--- src/rtl/tmds_pkg.sv ---
// -----------------------------------------------------------------------------
// tmds_pkg
// Shared TMDS definitions used by both the encoder and receiver sides:
//   tmds_symbol_t   10-bit TMDS symbol, bit 0 is the first bit on the wire
//   CTRL_TOKEN_xx   the four control tokens, suffix is {C1,C0}
//   rx_state_t      receiver word-alignment states
// -----------------------------------------------------------------------------
package tmds_pkg;

    typedef logic [9:0] tmds_symbol_t;

    localparam tmds_symbol_t CTRL_TOKEN_00 = 10'b1101010100;
    localparam tmds_symbol_t CTRL_TOKEN_01 = 10'b0010101011;
    localparam tmds_symbol_t CTRL_TOKEN_10 = 10'b0101010100;
    localparam tmds_symbol_t CTRL_TOKEN_11 = 10'b1010101011;

    typedef enum logic [1:0] {
        HUNT,
        VERIFY,
        LOCKED
    } rx_state_t;

endpackage

--- src/rtl/tmds_ctrl_detect.sv ---
// -----------------------------------------------------------------------------
// tmds_ctrl_detect
// Combinational control-token classifier.
//   symbol  in   10-bit TMDS symbol (bit 0 = first bit received)
//   is_tok  out  symbol is one of the four control tokens
//   ctrl    out  {C1,C0} of the token, 00 when is_tok = 0
// -----------------------------------------------------------------------------
module tmds_ctrl_detect
    import tmds_pkg::*;
(
    input  tmds_symbol_t symbol,
    output logic         is_tok,
    output logic [1:0]   ctrl
);

    always_comb begin
        is_tok = 1'b1;
        ctrl   = 2'b00;
        case (symbol)
            CTRL_TOKEN_00: ctrl = 2'b00;
            CTRL_TOKEN_01: ctrl = 2'b01;
            CTRL_TOKEN_10: ctrl = 2'b10;
            CTRL_TOKEN_11: ctrl = 2'b11;
            default:       is_tok = 1'b0;
        endcase
    end

endmodule

--- src/rtl/tmds_deserializer.sv ---
// -----------------------------------------------------------------------------
// tmds_deserializer
// Recovers aligned 10-bit TMDS symbols from a serial bit stream by locking the
// word boundary onto repeated control tokens.
//   serial_clk  in   bit clock, one serial bit per rising edge
//   rst_n       in   asynchronous active-low reset
//   din         in   serial stream, symbol LSB first
//   word        out  aligned symbol (holds between strobes)
//   word_valid  out  one-cycle strobe, one per 10 bit times while locked
//   ctrl_token  out  strobed word is a control token
//   ctrl        out  {C1,C0} of the strobed token, 00 otherwise
//   locked      out  receiver is in LOCKED
//   lock_lost   out  one-cycle pulse on LOCKED -> HUNT
// -----------------------------------------------------------------------------
module tmds_deserializer
    import tmds_pkg::*;
#(
    parameter int unsigned LOCK_COUNT     = 4,
    parameter int unsigned UNLOCK_TIMEOUT = 2048
) (
    input  logic       serial_clk,
    input  logic       rst_n,
    input  logic       din,
    output logic [9:0] word,
    output logic       word_valid,
    output logic       ctrl_token,
    output logic [1:0] ctrl,
    output logic       locked,
    output logic       lock_lost
);

    localparam int unsigned      TMO_W       = $clog2(UNLOCK_TIMEOUT + 1);
    localparam logic [3:0]       LOCK_TARGET = 4'(LOCK_COUNT);
    localparam logic [TMO_W-1:0] TMO_LAST    = TMO_W'(UNLOCK_TIMEOUT - 1);
    localparam logic [3:0]       PHASE_LAST  = 4'd9;

    tmds_symbol_t     sr;
    logic [3:0]       phase, phase_nxt;
    logic [3:0]       match_cnt, match_nxt;
    logic [TMO_W-1:0] timeout_cnt, timeout_nxt;
    rx_state_t        state, state_nxt;
    logic             is_tok;
    logic [1:0]       det_ctrl;
    logic             boundary;
    logic             strobe_nxt;
    logic             lost_nxt;

    tmds_ctrl_detect u_ctrl_detect (
        .symbol (sr),
        .is_tok (is_tok),
        .ctrl   (det_ctrl)
    );

    assign boundary = (phase == PHASE_LAST);
    assign locked   = (state == LOCKED);

    always_ff @(posedge serial_clk or negedge rst_n) begin
        if (!rst_n) begin
            sr          <= '0;
            phase       <= '0;
            match_cnt   <= '0;
            timeout_cnt <= '0;
            state       <= HUNT;
        end else begin
            sr          <= {din, sr[9:1]};
            phase       <= phase_nxt;
            match_cnt   <= match_nxt;
            timeout_cnt <= timeout_nxt;
            state       <= state_nxt;
        end
    end

    always_comb begin
        state_nxt   = state;
        phase_nxt   = (phase == PHASE_LAST) ? '0 : phase + 4'd1;
        match_nxt   = match_cnt;
        timeout_nxt = timeout_cnt;
        strobe_nxt  = 1'b0;
        lost_nxt    = 1'b0;
        case (state)
            HUNT: begin
                // The detected token closes a word, so the next cycle is
                // phase 0 and the boundary recurs every 10 cycles from there.
                phase_nxt = '0;
                if (is_tok) begin
                    state_nxt = VERIFY;
                    match_nxt = 4'd1;
                end
            end
            VERIFY: begin
                if (boundary) begin
                    if (is_tok) begin
                        match_nxt = match_cnt + 4'd1;
                        if (match_nxt == LOCK_TARGET) begin
                            state_nxt   = LOCKED;
                            timeout_nxt = '0;
                        end
                    end else begin
                        state_nxt = HUNT;
                        match_nxt = '0;
                    end
                end
            end
            LOCKED: begin
                if (boundary) begin
                    if (is_tok) begin
                        timeout_nxt = '0;
                        strobe_nxt  = 1'b1;
                    end else if (timeout_cnt == TMO_LAST) begin
                        // The word that exhausts the timeout is not strobed.
                        state_nxt   = HUNT;
                        lost_nxt    = 1'b1;
                        timeout_nxt = '0;
                        match_nxt   = '0;
                    end else begin
                        timeout_nxt = timeout_cnt + TMO_W'(1);
                        strobe_nxt  = 1'b1;
                    end
                end
            end
            default: state_nxt = HUNT;
        endcase
    end

    always_ff @(posedge serial_clk or negedge rst_n) begin
        if (!rst_n) begin
            word       <= '0;
            word_valid <= 1'b0;
            ctrl_token <= 1'b0;
            ctrl       <= 2'b00;
            lock_lost  <= 1'b0;
        end else begin
            word_valid <= strobe_nxt;
            lock_lost  <= lost_nxt;
            if (strobe_nxt) begin
                word       <= sr;
                ctrl_token <= is_tok;
                ctrl       <= det_ctrl;
            end
        end
    end

endmodule

--- config.mk ---
export PLATFORM = sky130hd
export DESIGN_NAME = tmds_deserializer
export DESIGN_NICKNAME = d
export VERILOG_FILES = /design/src/rtl/tmds_pkg.sv /design/src/rtl/tmds_ctrl_detect.sv /design/src/rtl/tmds_deserializer.sv
export SDC_FILE = /design/constraint.sdc
export NUM_CORES = 1
export LEC_CHECK = 0
export CORE_ASPECT_RATIO = 0.7
export CORE_UTILIZATION = 57
export DETAILED_ROUTE_END_ITERATION = 8
export MAX_ROUTING_LAYER = met4
export PLACE_DENSITY = 0.79
export SETUP_SLACK_MARGIN = 0.4
export SYNTH_ARGS = -nofsm -noshare
export SYNTH_HDL_FRONTEND = slang
export SYNTH_SLANG_ARGS = --single-unit
--- constraint.sdc ---
create_clock -name serial_clk -period 2.5 [get_ports serial_clk]
set_clock_uncertainty 0.05 [all_clocks]
set_input_delay 0.75 -clock serial_clk [delete_from_list [all_inputs] [get_ports serial_clk]]
set_output_delay 0.75 -clock serial_clk [all_outputs]
set_load 0.02 [all_outputs]
==> results by group <==
STA
  – Final Hold Vio Count: 0
  – Slew margin rel.: 54.74%
  – Total negative setup slack: 0 ns
  – Final Max Tran Viols: 0
  – Actual slew at the worst max-slew pin: 0.6726 ns
  – RSZ-0062 raised after global routing: true
  – Tcrit/Tclk final: 92.28%
  – Worst setup margin: 0.1929 ns
  – Min cycle time layout: 2.307 ns
  – F_max: 0.4334 GHz
  – Endpoints failing setup: 0

Yosys
  – Post-synth top flop: dfrtp_1
  – YS warnings: 0
  – Register area share after synthesis: 50.51%
  – EDFF count, synth: 0
  – Asr flop ratio synth: 100.0%
  – Yosys cell types: 52
  – Syn_nets: 216
  – Avg Synthesized Cell Area: 11.41 um2
  – Ranking of synthesized cells by area: dfrtp_1 51%, mux2_2 6.3%, ha_1 4.8%
  – Synthesized flop and latch total: 47
  – Synth top area share: 50.51%
  – Synth Cell Area: 0.002328 mm2
  – Dominant cell type by area after synthesis: dfrtp_1
  – Post-Synthesis Cells: 204

Setup path
  – Critical path class: register to register
  – Crit end category: register
  – CP max-delay cell: or4_4
  – Worst flop-to-flop path endpoint: timeout_cnt[9]$_DFFE_PN0P_
  – Startpoint Class: register
  – WP buf/inv: 2
  – Critical Path AT: 2.46 ns
  – Most Frequent Cell on Critical Path: buf_6
  – Critical path, cell by cell: nand4b_1 > or4_4 > buf_6 > nand4_1 > buf_6 > o221ai_1 > a22o_1
  – Required @ worst endpoint: 2.66 ns
  – R2R cell count: 7
  – CP Max Fanout: 5
  – Crit path capture: timeout_cnt[9]$_DFFE_PN0P_
  – Critical R2R Launch: timeout_cnt[9]$_DFFE_PN0P_
  – Crit. path cell count: 7
  – Slowest stage delay, CP: 0.61 ns
  – Cell family contributing the most delay on the critical path: simple AND/OR/NAND/NOR gates
  – Reg2reg setup slack: 0.19 ns
  – Crit path from: timeout_cnt[9]$_DFFE_PN0P_

Routing
  – DR iter-0 viols: 241
  – Final ANT Viol Nets: 0
  – Residual DRC: 0
  – Drt first pass iters: 5
  – Via count: 2025
  – Total wire length: 6.698 mm
  – Via density: 6.532
  – Routed len/inst: 21.61 um

GRT
  – Gr busiest metal: met2
  – GRT Util Overall: 30.51%
  – Initial antenna violation count: 0
  – First-pass GRT wire length: 9.770 mm
  – Grt total ovfl: 0
  – Largest net degree at the start of global routing: 28
  – Met1 Resource Use GR: 39.00%
  – Met2 Track Usage GR: 47.99%
  – GR met3 Demand/Resource: 6.777%
  – Vias in the first global route: 1905

Placement
  – Post-Place Worst Slack: 0.09751 ns
  – Placed Cells: 272
  – Detail Placement HPWL: 3.580 mm
  – Buffers on Ports: 18
  – Placed instance area: 0.002616 mm2
  – GPL Wtd Cong: 0.8311

Die
  – Chip height: 55.48 um
  – Die ar.: 0.004349 mm2
  – Io pins: 19
  – Cell row count: 19
  – Horiz. Die Dim: 78.39 um
  – Core Region: 0.003923 mm2
  – Initial core utilization: 59.36%

Clock network
  – CTS Buffer Depth: 2
  – CTS tree: done
  – CTS sink cnt: 47
  – Root buffer cell: clkbuf_8
  – Clock-pin slew of the registers on the worst-case setup and hold paths: 0.10 ns
  – CTS Hold Buffers Added: 0
  – CTS Buf Count: 5
  – Worst skew pair latency: 0.31 ns
  – H-tree levels: 2

Finish
  – Layout cells sized above 1: 34.88%
  – Diodes inserted: 0
  – Final instance area: 0.003213 mm2
  – Fin util: 81.91%
  – Nets: 269
  – Fin cells: 310
  – Area delta synth->final: 37.99%

Pwr
  – Max IR drop VDD: 0.5812 mV
  – LEAKAGE: 1.579 nW
  – Power Density: 684.5 mW/mm2

Hold path
  – Hold Path Class: input pin to asynchronous set/reset pin

Job
  – MaxCap Viol Count: 0

Run status
  – Status: finished clean
==> cell type report <==
cell class	count	area [um2]
well taps	52	65.06
multi-input cells	142	1276
inverters	7	26.28
fillers	214	709.4
flip-flops and latches	47	1180
clock inverters	3	71.32
repair buffers	54	525.5
clock buffers	5	68.82
==> routing by layer <==
| layer | vias up | wire (um) |
|---|---|---|
| li1 | 878 | - |
| met1 | 1021 | 2734 |
| met2 | 109 | 3381 |
| met3 | 17 | 438 |
| met4 | 0 | 144 |
| met5 | - | 0 |
==> metrics by stage <==
step / hold WS [ns] / power, mW
2_1_floorplan: 0.3253 / 1.175
3_3_place_gp: 0.3529 / 1.247
3_5_place_dp: 0.3622 / 1.280
4_1_cts: 0.3620 / 2.035
5_1_grt: 0.3763 / 2.272
6_report: 0.3412 / 2.199
==> cell usage in the layout (no fill, tap or decap), types with 3 or more instances in the layout <==
master / n
o21ai_0: 3
dfrtp_2: 3
o211ai_1: 3
buf_12: 3
o2bb2ai_1: 3
dfrtp_1: 44
inv_1: 7
buf_6: 7
clkdlybuf4s50_1: 6
a22o_1: 7
dlymetal6s2s_1: 9
buf_4: 26
nor3_1: 7
or3_1: 3
ha_1: 6
nor2_1: 10
nor3b_1: 4
o221ai_1: 6
nand2_1: 11
nand3_1: 7
mux2_2: 13
clkbuf_8: 5
nand4_1: 5
==> sequential cells by signal, indices dropped and copies added, names as in the netlist <==
signal       count
ctrl_token       1
word            10
sr              10
timeout_cnt     12
match_cnt        4
word_valid       1
ctrl             2
phase            4
state            2
lock_lost        1
==> how the worst min path moves through the flow <==
stage	end	from	cells past startpoint	slack (ns)
finish	word[0]$_DFFE_PN0P_	rst_n	1	0.34
global placement	sr[4]$_DFF_PN0_	sr[5]$_DFF_PN0_	0	0.35
floorplan	sr[4]$_DFF_PN0_	sr[5]$_DFF_PN0_	0	0.33
CTS	timeout_cnt[7]$_DFFE_PN0P_	rst_n	1	0.36
global route	timeout_cnt[7]$_DFFE_PN0P_	rst_n	1	0.38
detailed placement	sr[1]$_DFF_PN0_	sr[2]$_DFF_PN0_	0	0.36
==> logic make-up after synthesis <==
group | count (synthesis) | synth area share, %
XOR/XNOR | 2 | 0.7524
multiplexers | 16 | 7.845
adder cells (fa/ha/maj) | 9 | 4.836
flip-flops | 47 | 50.51
AND/OR/NAND/NOR | 71 | 17.79
AO/OA/AOI/OAI | 44 | 15.64
buffers and inverters | 15 | 2.633
==> cells in the mapped netlist (2+ instances only) <==
master     number
and4_1          2
and3b_1         2
a22o_1          7
ha_1            9
o21ai_0         5
o2bb2ai_1       3
nor4_1          2
o31ai_1         2
a31oi_1         3
nand2_1        12
nor3b_1         4
xnor2_1         2
nand2b_1        2
nor2_1         11
a21boi_0        2
nand4_1         5
clkbuf_1        4
dfrtp_1        47
nand3_1         8
o221ai_1        8
inv_1           7
mux2_2         13
nor3_1          7
or3_1           3
o211ai_1        3
buf_2           3
and3_1          2
nor2b_1         2
==> power by group <==
| group | switching, mW | total, mW | internal [mW] |
|---|---|---|---|
| clock network | 0.291 | 0.697 | 0.406 |
| registers | 0.0483 | 0.854 | 0.806 |
| logic | 0.339 | 0.648 | 0.309 |
==> what timing repair did <==
item | 4_1_cts | 5_1_grt
resized for setup | 22 | 35
hold endpoints to repair | 0 | 0
gates cloned | 1 | 1
pin swaps | 12 | 16
setup endpoints to repair | 22 | 40
buffers inserted | 11 | 17
Power figures use the tool's default switching activity.
